[src/rtl/store_buffer.sv]
// In-order store queue sitting between the MEM stage and the data memory
// write port. Stores retire oldest-first, one per cycle, whenever the port
// is not taken by a load. Loads get full-word forwarding from the newest
// matching sw; any other overlap with a pending store stalls the load.
module store_buffer #(
  parameter int DEPTH  = 4,
  parameter int ADDR_W = 32,
  parameter int DATA_W = 32
) (
  input  logic              clk,
  input  logic              rst_n,
  input  logic              StoreValid,
  output logic              StoreReady,
  input  logic [ADDR_W-1:0] StoreAddr,
  input  logic [DATA_W-1:0] StoreData,
  input  logic [2:0]        StoreFunct3,
  output logic              StoreMisaligned,
  input  logic              LoadValid,
  input  logic [ADDR_W-1:0] LoadAddr,
  input  logic [2:0]        LoadFunct3,
  output logic              LoadHit,
  output logic [DATA_W-1:0] LoadFwdData,
  output logic              LoadStall,
  input  logic              MemBusy,
  output logic              MemWrite,
  output logic [ADDR_W-1:0] MemAddress,
  output logic [DATA_W-1:0] MemWriteData,
  output logic [2:0]        MemFunct3,
  output logic              Empty
);

  localparam int PTR_W = $clog2(DEPTH);
  localparam logic [PTR_W:0] FULL_CNT = (PTR_W + 1)'(DEPTH);

  localparam logic [2:0] F3_SH = 3'b001;
  localparam logic [2:0] F3_SW = 3'b010;

  logic [PTR_W-1:0]  head_q, head_d;
  logic [PTR_W-1:0]  tail_q, tail_d;
  logic [PTR_W:0]    count_q, count_d;

  logic [ADDR_W-1:0] entry_addr_q [DEPTH];
  logic [DATA_W-1:0] entry_data_q [DEPTH];
  logic [2:0]        entry_f3_q   [DEPTH];

  logic              misaligned;
  logic              enq;
  logic              drain;

  logic [PTR_W-1:0]  scan_idx;
  logic              match_found;
  logic              match_is_sw;
  logic [DATA_W-1:0] match_data;

  // Matching is word-granular, so the load byte offset never participates.
  logic              load_offset_unused;
  assign load_offset_unused = ^LoadAddr[1:0];

  // Handshake, misalignment and drain qualification
  always_comb begin
    misaligned      = ((StoreFunct3 == F3_SH) && StoreAddr[0]) ||
                      ((StoreFunct3 == F3_SW) && (StoreAddr[1:0] != 2'b00));
    StoreReady      = (count_q != FULL_CNT);
    StoreMisaligned = StoreValid & misaligned;
    enq             = StoreValid & StoreReady & ~misaligned;
    drain           = (count_q != '0) & ~MemBusy;
    Empty           = (count_q == '0);
  end

  // Pointer and occupancy next-state
  always_comb begin
    head_d  = head_q;
    tail_d  = tail_q;
    count_d = count_q;
    if (enq)   tail_d = tail_q + 1'b1;
    if (drain) head_d = head_q + 1'b1;
    case ({enq, drain})
      2'b10:   count_d = count_q + 1'b1;
      2'b01:   count_d = count_q - 1'b1;
      default: count_d = count_q;
    endcase
  end

  // Pointer and occupancy registers
  always_ff @(posedge clk or negedge rst_n) begin
    if (!rst_n) begin
      head_q  <= '0;
      tail_q  <= '0;
      count_q <= '0;
    end else begin
      head_q  <= head_d;
      tail_q  <= tail_d;
      count_q <= count_d;
    end
  end

  // Entry payload capture at the tail slot (payload is not reset)
  always_ff @(posedge clk) begin
    if (enq) begin
      entry_addr_q[tail_q] <= StoreAddr;
      entry_data_q[tail_q] <= StoreData;
      entry_f3_q[tail_q]   <= StoreFunct3;
    end
  end

  // Memory write port driven from the head entry
  always_comb begin
    MemWrite     = drain;
    MemAddress   = '0;
    MemWriteData = '0;
    MemFunct3    = '0;
    if (count_q != '0) begin
      MemAddress   = entry_addr_q[head_q];
      MemWriteData = entry_data_q[head_q];
      MemFunct3    = entry_f3_q[head_q];
    end
  end

  // Load check: walk oldest to newest so the last hit is the newest match;
  // the head entry draining this cycle is still scanned.
  always_comb begin
    scan_idx    = '0;
    match_found = 1'b0;
    match_is_sw = 1'b0;
    match_data  = '0;
    for (int unsigned k = 0; k < DEPTH; k++) begin
      scan_idx = head_q + k[PTR_W-1:0];
      if ((k[PTR_W:0] < count_q) &&
          (entry_addr_q[scan_idx][ADDR_W-1:2] == LoadAddr[ADDR_W-1:2])) begin
        match_found = 1'b1;
        match_is_sw = (entry_f3_q[scan_idx] == F3_SW);
        match_data  = entry_data_q[scan_idx];
      end
    end
    LoadHit     = LoadValid & match_found & match_is_sw & (LoadFunct3 == F3_SW);
    LoadStall   = LoadValid & match_found & ~(match_is_sw & (LoadFunct3 == F3_SW));
    LoadFwdData = LoadHit ? match_data : '0;
  end

endmodule

[config.mk]
export PLATFORM = sky130hd
export DESIGN_NAME = store_buffer
export DESIGN_NICKNAME = d
export VERILOG_FILES = /design/src/rtl/store_buffer.sv
export SDC_FILE = /design/constraint.sdc
export NUM_CORES = 1
export LEC_CHECK = 0
export BUFFER_PORTS_ARGS = -buffer_cell sky130_fd_sc_hd__buf_2
export CAP_MARGIN = 20
export CELL_PAD_IN_SITES_DETAIL_PLACEMENT = 0
export CELL_PAD_IN_SITES_GLOBAL_PLACEMENT = 2
export CORE_MARGIN = 1
export CORE_UTILIZATION = 41
export CTS_CLUSTER_DIAMETER = 60
export DETAILED_ROUTE_END_ITERATION = 16
export PLACE_DENSITY_LB_ADDON = 0.1
export SYNTH_ARGS = -nofsm -noshare
export SYNTH_HDL_FRONTEND = slang
export SYNTH_SLANG_ARGS = --single-unit
[constraint.sdc]
create_clock -name clk -period 5.6 [get_ports clk]
set_input_delay 1.12 -clock clk [delete_from_list [all_inputs] [get_ports clk]]
set_output_delay 1.12 -clock clk [all_outputs]
set_load 0.03 [all_outputs]
==> flow_summary.ini, run 1 <==
[clock_network]
htree_levels = 1
path_clk_slew_ps = 60
cts_buffers = 30
clock_path_buffers = 3
cts_sinks = 275
clockRootBuffer = clkbuf_16
cts_tree = yes
clk_latency_ps = 580

[outcome]
outcome = complete, but fails checks
violations = negative setup slack

[global_routing]
grt-ovfl-total = 0
grt_pass1_vias = 13180
grt_antenna_before_repair = 14
grt_max_degree = 67
grt_util_all_layers = 0.2546
grt_pass1_wl_mm = 84.00

[cells_and_area]
syn_to_final_growth_pct = 21.65
fin_nets = 1769
fin_area_um2 = 21930
drive_gt1_frac = 0.3550
fillers = 3802

[sta]
slew_headroom = 0.3756
rsz0062_at_grt = yes
min_period_ps = 5706
slew_viol_final = 0
min_period_over_period = 1.019
clock_skew_ps = 19.57
finalHoldViolations = 0
setup_viol = 28
worst_pin_slew_ps = 936.6
max_freq_ghz = 0.1753
timing.final.ws_setup_ps = -105.5

[power]
p_leak_nw = 8.018
cellPowerDensity_nw_per_um2 = 527.7
power_w = 0.01157
vdd_ir_drop_max_mv = 0.3592

[logic_synthesis]
ys_async_sr_fraction = 0.02545
synthDistinctLibCells = 68
netlist_area_um2 = 18030
synth_enable_flop_cells = 268
syn_area_per_cell_um2 = 12.42
syn_nets = 1567
yosysWarnings = 0
ys_seq_area_frac = 0.4561
ys_ff_latch = 275
netlist_instances = 1451
synth_ff_type = edfxtp_1

[worst_setup_path]
required_ps = 4480
critPathMaxStageDelay_ps = 590
cp.arrival_ps = 4590
path_buf_inv = 4
cpLargestDelayFamily = compound AO/OA/AOI/OAI gates
crit_slowest_cell = or4_4
crit_chain = buf_12 -> buf_6 -> mux4_2 -> xnor2_2 -> nand4_1 -> or4_4 -> a2111o_1 -> a21oi_2 -> o211ai_1 -> bufbuf_16 -> a2111oi_2 -> buf_4
start_kind = register
critPathKind = reg -> out
crit_fanout = 9
cp-end-kind = output port

[floorplan]
rows = 76
start_util = 0.4167
fp.dieH_um = 211.7
die-area_um2 = 44810
ioPinCount = 212
die_w_um = 211.7
coreArea_um2 = 43270

[route]
ant_nets = 0
remaining_drc_errors = 0
vias_per_cell = 5.800
drt-initial-drc-count = 922
drt_wl_total_mm = 57.00
drtPass1Iterations = 5
num_vias = 13140
wl_per_cell_um = 25.16

[placement]
io_buffers = 209
placed_area_um2 = 19880
dp_hpwl_mm = 38.90
routabilityCongestion = 0.9167

[job]
maxCapViolations = 0

[worst_hold_path]
hold_path.class = in -> async
## registers in the layout, summed over array words and instances (netlist names)
name / flops
entry_addr_q: 128
entry_data_q: 128
entry_f3_q: 12
head_q: 2
tail_q: 2
count_q: 3
## worst paths after layout
check	startpoint	end	slack [ps]	cells after the start
setup reg to reg	count_q[0]$_DFFE_PN0P_	entry_addr_q[0][23]$_DFFE_PP_	2860	6
hold reg to reg	count_q[1]$_DFFE_PN0P_	count_q[1]$_DFFE_PN0P_	600	2
min in group clk	count_q[1]$_DFFE_PN0P_	count_q[1]$_DFFE_PN0P_	600	2
setup / recovery	head_q[0]$_DFFE_PN0P_	LoadFwdData[28]	-110	12
hold / removal	rst_n	tail_q[0]$_DFFE_PN0P_	380	1
max in group asynchronous	rst_n	head_q[0]$_DFFE_PN0P_	5040	1
## routing by layer
metal | track usage | vias to the layer above | wire [um]
li1 | - | 6036 | -
met1 | 0.3629 | 6646 | 26060
met2 | 0.3935 | 365 | 25990
met3 | 0.05459 | 78 | 3781
met4 | 0.06622 | 18 | 1055
met5 | 0 | - | 117
## where the power goes
part | switching, W | total [W] | internal (W)
clock | 0.000804 | 0.00186 | 0.00106
combinational | 0.00401 | 0.00681 | 0.00280
sequential | 0.000221 | 0.00290 | 0.00268
total | 0.00503 | 0.0116 | 0.00654
## cell usage after synthesis (9+ instances only)
| library cell | number | share of area |
|---|---|---|
| mux2i_1 | 137 | 0.076 |
| buf_4 | 11 | 0.0046 |
| xor2_1 | 34 | 0.017 |
| nor2_1 | 165 | 0.034 |
| a2111oi_2 | 29 | 0.024 |
| clkbuf_1 | 59 | 0.012 |
| edfxtp_1 | 268 | 0.45 |
| mux2_2 | 47 | 0.029 |
| a221oi_1 | 35 | 0.017 |
| nor4_1 | 13 | 0.0045 |
| nand2_1 | 65 | 0.014 |
| buf_6 | 12 | 0.0075 |
| a21o_1 | 33 | 0.014 |
| a21oi_1 | 18 | 0.0050 |
| inv_1 | 10 | 0.0021 |
| xnor2_1 | 75 | 0.036 |
| mux4_2 | 105 | 0.13 |
| a211oi_1 | 11 | 0.0046 |
| o21ai_0 | 84 | 0.023 |
| and2_1 | 44 | 0.015 |
| buf_1 | 20 | 0.0042 |
| buf_2 | 32 | 0.0089 |
| nor2b_1 | 21 | 0.0073 |
| ha_1 | 9 | 0.0062 |
## layout by cell type, fill, tap and decap left out, drive strengths merged, types with 8 or more instances in the layout
| cell | count |
|---|---|
| xnor2 | 75 |
| o22ai | 8 |
| a211oi | 11 |
| inv | 13 |
| mux2 | 49 |
| clkbuf | 38 |
| mux2i | 138 |
| nor2b | 21 |
| a21o | 33 |
| o21ai | 85 |
| clkinv | 14 |
| a2111oi | 37 |
| buf | 300 |
| nand2 | 65 |
| edfxtp | 268 |
| nor4 | 13 |
| ha | 9 |
| mux4 | 105 |
| a21oi | 18 |
| and2 | 44 |
| nand4 | 8 |
| xor2 | 34 |
| nor2 | 165 |
| a221oi | 35 |
## final cells by class
class / instances / area, um^2 / area share
Tap cell: 585 / 732.0 / 0.03337
Multi-Input combinational cell: 1029 / 9714 / 0.4429
Clock buffer: 37 / 798.3 / 0.03640
Inverter: 11 / 42.54 / 0.001940
Clock inverter: 18 / 128.9 / 0.005876
Antenna cell: 5 / 12.51 / 0.0005705
Timing Repair Buffer: 306 / 2273 / 0.1037
Sequential cell: 275 / 8230 / 0.3753
## through the flow
stage	setup TNS (ps)	setup slack, ps	util	hold WS, ps	std cells
floorplan	0	12.93	-	513.9	1451
global route	-6232	-236.2	0.5069	375.2	2265
detailed placement	0	27.98	0.4595	559.2	2182
CTS	-3918	-157.9	0.5016	359.8	2260
finish	-1732	-105.5	0.5069	379.3	2266
global placement	0	22.91	0.4595	548.7	2182
## timing repair
action	in CTS	in global routing
endpoints found under the setup margin	34	34
gates resized for setup	106	33
buffers inserted	16	1
hold buffers	0	0
pin swaps	21	6
cloned	7	0
## cell families after synthesis
kind of cell,synth area share
fa+ha+maj,0.006246
xor+xnor,0.05295
buf+inv,0.04081
simple gates,0.09057
flops,0.4561
compound gates,0.1147
mux,0.2386
No activity file was read; power rests on OpenSTA's default activity.
==> inputs of run 2 (changes only) <==
--- a/config.mk
+++ b/config.mk
@@ -17,3 +17,4 @@
 export SYNTH_ARGS = -nofsm -noshare
 export SYNTH_HDL_FRONTEND = slang
 export SYNTH_SLANG_ARGS = --single-unit
+export TNS_END_PERCENT = 1
==> flow_summary.ini, run 2 (same netlist as run 1, synthesis figures left out) <==
[outcome]
outcome = complete, but fails checks
violations = negative setup slack

[cells_and_area]
largestRegisters = entry_addr_q (128), entry_data_q (128), entry_f3_q (12)
mostFrequentLayoutCells = edfxtp_1 (268), buf_2 (178), nor2_1 (164)
fin_nets = 1782
drive_gt1_frac = 0.3550
syn_to_final_growth_pct = 21.70
final_common_cell = edfxtp_1
stdcell_count = 2277
final_util = 0.5071

[worst_setup_path]
r2r_slack_ps = 2890
r2r-start = count_q[0]$_DFFE_PN0P_
cpLargestDelayFamily = buffers and inverters
critPathKind = reg -> out
cp.arrival_ps = 4510
start_kind = register
crit_chain = buf_4 -> buf_16 -> mux2i_1 -> a2bb2oi_1 -> nor2_1 -> a2111oi_1 -> nand4_1 -> nor4b_4 -> buf_4 -> buf_12 -> a21oi_1 -> o211ai_1 -> buf_12 -> buf_12 -> and3b_1 -> buf_4
critPathMaxStageDelay_ps = 510
crit_cells = 16
crit_slowest_cell = dfrtp_4
reg2reg_to = entry_addr_q[2][23]$_DFFE_PP_
required_ps = 4480
reg2regPathDepth = 6
crit_fanout = 33
cp-end-kind = output port
path_buf_inv = 7

[clock_network]
htree_levels = 2
cts_tree = yes
clk_latency_ps = 550
cts_hold_buffers = 0
path_clk_slew_ps = 50
cts_sinks = 275
clock_path_buffers = 3
cts_buffers = 34
clockRootBuffer = clkbuf_16

[sta]
min_period_ps = 5634
holdWs_ps = 422.9
clock_skew_ps = 28.26
timing.final.ws_setup_ps = -33.86
slew_headroom = 0.3978
rsz0062_at_grt = yes
max_freq_ghz = 0.1775
worst_pin_slew_ps = 903.3
setup_viol = 10
finalHoldViolations = 0
min_period_over_period = 1.006
slew_viol_final = 0

[route]
drt_wl_total_mm = 56.71
wl_per_cell_um = 24.90
vias_per_cell = 5.791
drtPass1Iterations = 5
num_vias = 13190
drt-initial-drc-count = 1015
ant_nets = 0
remaining_drc_errors = 0

[floorplan]
die_w_um = 211.7
rows = 76
start_util = 0.4167
ioPinCount = 212
coreArea_um2 = 43270
fp.dieH_um = 211.7
die-area_um2 = 44810

[global_routing]
grt_antenna_before_repair = 10
grt_pass1_vias = 13350
grt-ovfl-total = 0
grt_util_all_layers = 0.2561
grt_max_degree = 73
grt_pass1_wl_mm = 84.09

[worst_hold_path]
hold_path.class = in -> async

[placement]
dp_cells = 2203
dp_hpwl_mm = 39.91
io_buffers = 209
place_ws_ps = 95.43
routabilityCongestion = 0.9029

[power]
cellPowerDensity_nw_per_um2 = 533.9
p_leak_nw = 8.024
vdd_ir_drop_max_mv = 0.3691

[job]
maxCapViolations = 0
-- run 2: stage by stage --
stage          setup TNS (ps)  power, W  instance area (um^2)
2_1_floorplan          -202.9  0.007535                 18030
3_3_place_gp                0  0.009363                 20040
3_5_place_dp                0  0.009399                 20040
4_1_cts                 -2967   0.01174                 21790
5_1_grt                 -5579   0.01233                 21940
6_report               -133.5   0.01171                 21940
-- run 2: final cells by class --
class	count	area, um^2
diodes	2	5.005
clock buffers	46	927.1
clock inverters	14	142.6
fillers	3860	21330
inverters	11	42.54
multi-input cells	1029	9663
flip-flops and latches	275	8230
well taps	585	732.0
repair buffers	315	2198
-- run 2: repair_timing --
action                                  4_1_cts  5_1_grt
setup buffers                                10        0
endpoints found under the setup margin       34       34
pin swaps                                     9        4
gates cloned                                  2        0
gates resized for setup                      92       24
-- run 2: where the power goes --
group / leakage (nW) / internal, W / switching [W]
Clock: 0.522 / 0.00123 / 0.000872
Combinational: 4.97 / 0.00273 / 0.00399
Sequential: 2.53 / 0.00268 / 0.000218
Total: 8.02 / 0.00663 / 0.00508
-- run 2: metal layers --
| metal | track usage | part of all wire |
|---|---|---|
| met1 | 0.3676 | 0.47 |
| met2 | 0.3963 | 0.46 |
| met3 | 0.04999 | 0.058 |
| met4 | 0.06597 | 0.017 |
| met5 | 0 | 0.0019 |
-- run 2: worst max-delay path by stage --
stage / start / to / slack [ps]
finish: head_q[0]$_DFFE_PN0P_ / LoadStall / -30
global placement: head_q[0]$_DFFE_PN0P_ / LoadFwdData[28] / 70
CTS: head_q[0]$_DFFE_PN0P_ / LoadFwdData[20] / -150
global route: head_q[0]$_DFFE_PN0P_ / LoadFwdData[28] / -230
floorplan: LoadAddr[20] / LoadFwdData[31] / -200
detailed placement: LoadAddr[30] / LoadFwdData[28] / 100
==> inputs of run 3 (changes only) <==
--- a/config.mk
+++ b/config.mk
@@ -10,7 +10,7 @@
 export CELL_PAD_IN_SITES_DETAIL_PLACEMENT = 0
 export CELL_PAD_IN_SITES_GLOBAL_PLACEMENT = 2
 export CORE_MARGIN = 1
-export CORE_UTILIZATION = 41
+export CORE_UTILIZATION = 25
 export CTS_CLUSTER_DIAMETER = 60
 export DETAILED_ROUTE_END_ITERATION = 16
 export PLACE_DENSITY_LB_ADDON = 0.1
==> flow_summary.ini, run 3 (same netlist as run 1, synthesis figures left out) <==
[outcome]
outcome = complete, but fails checks
violations = design-rule violations, negative setup slack

[worst_setup_path]
cp.arrival_ps = 4600
cp-end-kind = output port
crit_slowest_cell = or4_4
critPathMaxStageDelay_ps = 540
path_buf_inv = 6
reg2regPathDepth = 6
reg2reg_to = entry_data_q[1][18]$_DFFE_PP_
r2r_slack_ps = 2780
crit_chain = buf_12 -> buf_16 -> buf_4 -> mux4_2 -> xnor2_1 -> nand4_1 -> or4_4 -> or3b_4 -> buf_12 -> a31o_4 -> buf_8 -> a2111oi_4 -> buf_4
required_ps = 4480
r2r-start = count_q[0]$_DFFE_PN0P_
cpLargestDelayFamily = simple AND/OR/NAND/NOR gates
critPathKind = reg -> out
start_kind = register
crit_fanout = 14

[placement]
place_ws_ps = -114.3
dp_cells = 2603
dp_hpwl_mm = 47.62
routabilityCongestion = 0.8465
io_buffers = 209
placed_area_um2 = 20920

[floorplan]
fp.dieH_um = 270.5
ioPinCount = 212
start_util = 0.2526
coreArea_um2 = 71360
die-area_um2 = 73190
rows = 98
die_w_um = 270.5

[cells_and_area]
stdcell_count = 2700
syn_to_final_growth_pct = 28.32
largestRegisters = entry_addr_q (128), entry_data_q (128), entry_f3_q (12)
mostFrequentLayoutCells = edfxtp_1 (268), buf_2 (177), nor2_1 (164)
fin_nets = 1836
final_common_cell = edfxtp_1
drive_gt1_frac = 0.3734
fin_area_um2 = 23130
fillers = 7208

[power]
combPwrFrac = 0.568
clock_power_share = 0.196
vdd_ir_drop_max_mv = 0.2681
p_sw_w = 0.005344
switching_share = 0.4324
intPower_w = 0.007016
p_leak_nw = 8.416
cellPowerDensity_nw_per_um2 = 534.3
p_seq_frac = 0.236

[clock_network]
htree_levels = 2
cts_tree = yes
cts_buffers = 40
clockRootBuffer = clkbuf_16
clk_latency_ps = 570
path_clk_slew_ps = 60
cts_sinks = 275
cts_hold_buffers = 0
clock_path_buffers = 3

[route]
num_vias = 13320
vias_per_cell = 4.933
remaining_drc_errors = 2
drt_wl_total_mm = 66.43
drtPass1Iterations = 13
drt-initial-drc-count = 680
wl_per_cell_um = 24.60
ant_nets = 0

[sta]
clock_skew_ps = 10.13
setup_viol = 33
timing.final.ws_setup_ps = -120.6
max_freq_ghz = 0.1748
finalHoldViolations = 0
slew_headroom = 0.3490
min_period_over_period = 1.022
worst_pin_slew_ps = 976.5
min_period_ps = 5721
rsz0062_at_grt = yes
slew_viol_final = 0
fin_setup_tns_ps = -2838
holdWs_ps = 394.6

[global_routing]
grt_antenna_before_repair = 7
grt_util_all_layers = 0.1798
grt-ovfl-total = 0
grt_pass1_wl_mm = 96.99
grt_pass1_vias = 14040
grt_max_degree = 105

[worst_hold_path]
hold_path.class = in -> async

[job]
maxCapViolations = 0
-- run 3: timing repair --
| action | 4_1_cts | 5_1_grt |
|---|---|---|
| pin swaps | 9 | 4 |
| cloned | 2 | 0 |
| buffers inserted | 10 | 13 |
| setup endpoints to repair | 34 | 34 |
| resized for setup | 94 | 22 |
-- run 3: power groups by stage --
| stage | clock network (W) | logic (W) | registers, W |
|---|---|---|---|
| global placement | 0 | 0.00681 | 0.00297 |
| CTS | 0.00250 | 0.00706 | 0.00291 |
| global route | 0.00258 | 0.00753 | 0.00296 |
| detailed placement | 0 | 0.00679 | 0.00298 |
| finish | 0.00242 | 0.00702 | 0.00291 |
| floorplan | 0 | 0.00468 | 0.00286 |
-- run 3: worst max-delay path by stage --
stage | start | to | slack [ps] | depth (start not counted)
2_1_floorplan | LoadAddr[20] | LoadFwdData[31] | -200 | 10
3_3_place_gp | LoadAddr[15] | LoadFwdData[0] | -80 | 15
3_5_place_dp | head_q[0]$_DFFE_PN0P_ | LoadFwdData[0] | -110 | 13
4_1_cts | head_q[0]$_DFFE_PN0P_ | LoadFwdData[4] | -170 | 14
5_1_grt | head_q[0]$_DFFE_PN0P_ | LoadFwdData[19] | -310 | 16
6_report | head_q[0]$_DFFE_PN0P_ | LoadFwdData[4] | -120 | 13
-- run 3: per-stage QoR --
stage	util	total power, W
finish	0.3242	0.01236
global route	0.3241	0.01307
CTS	0.3208	0.01248
detailed placement	0.2932	0.009772
global placement	0.2932	0.009780
floorplan	-	0.007535
-- run 3: area by class of cell --
class / count / area (um^2) / share of cell area
timing repair buffer: 363 / 2765 / 0.1195
sequential: 275 / 8230 / 0.3558
multi-input combinational: 1029 / 9637 / 0.4165
clock inverter: 24 / 197.7 / 0.008545
tap: 950 / 1189 / 0.05138
antenna: 1 / 2.502 / 0.0001082
inverter: 11 / 43.79 / 0.001893
clock buffer: 47 / 1070 / 0.04624
-- run 3: layer usage --
metal  up-vias  part of all wire  GRT usage
li1       6163                 -          -
met1      6775              0.43     0.2246
met2       278              0.51     0.3194
met3        93             0.038    0.02964
met4        10             0.025    0.04564
met5         -           0.00086          0
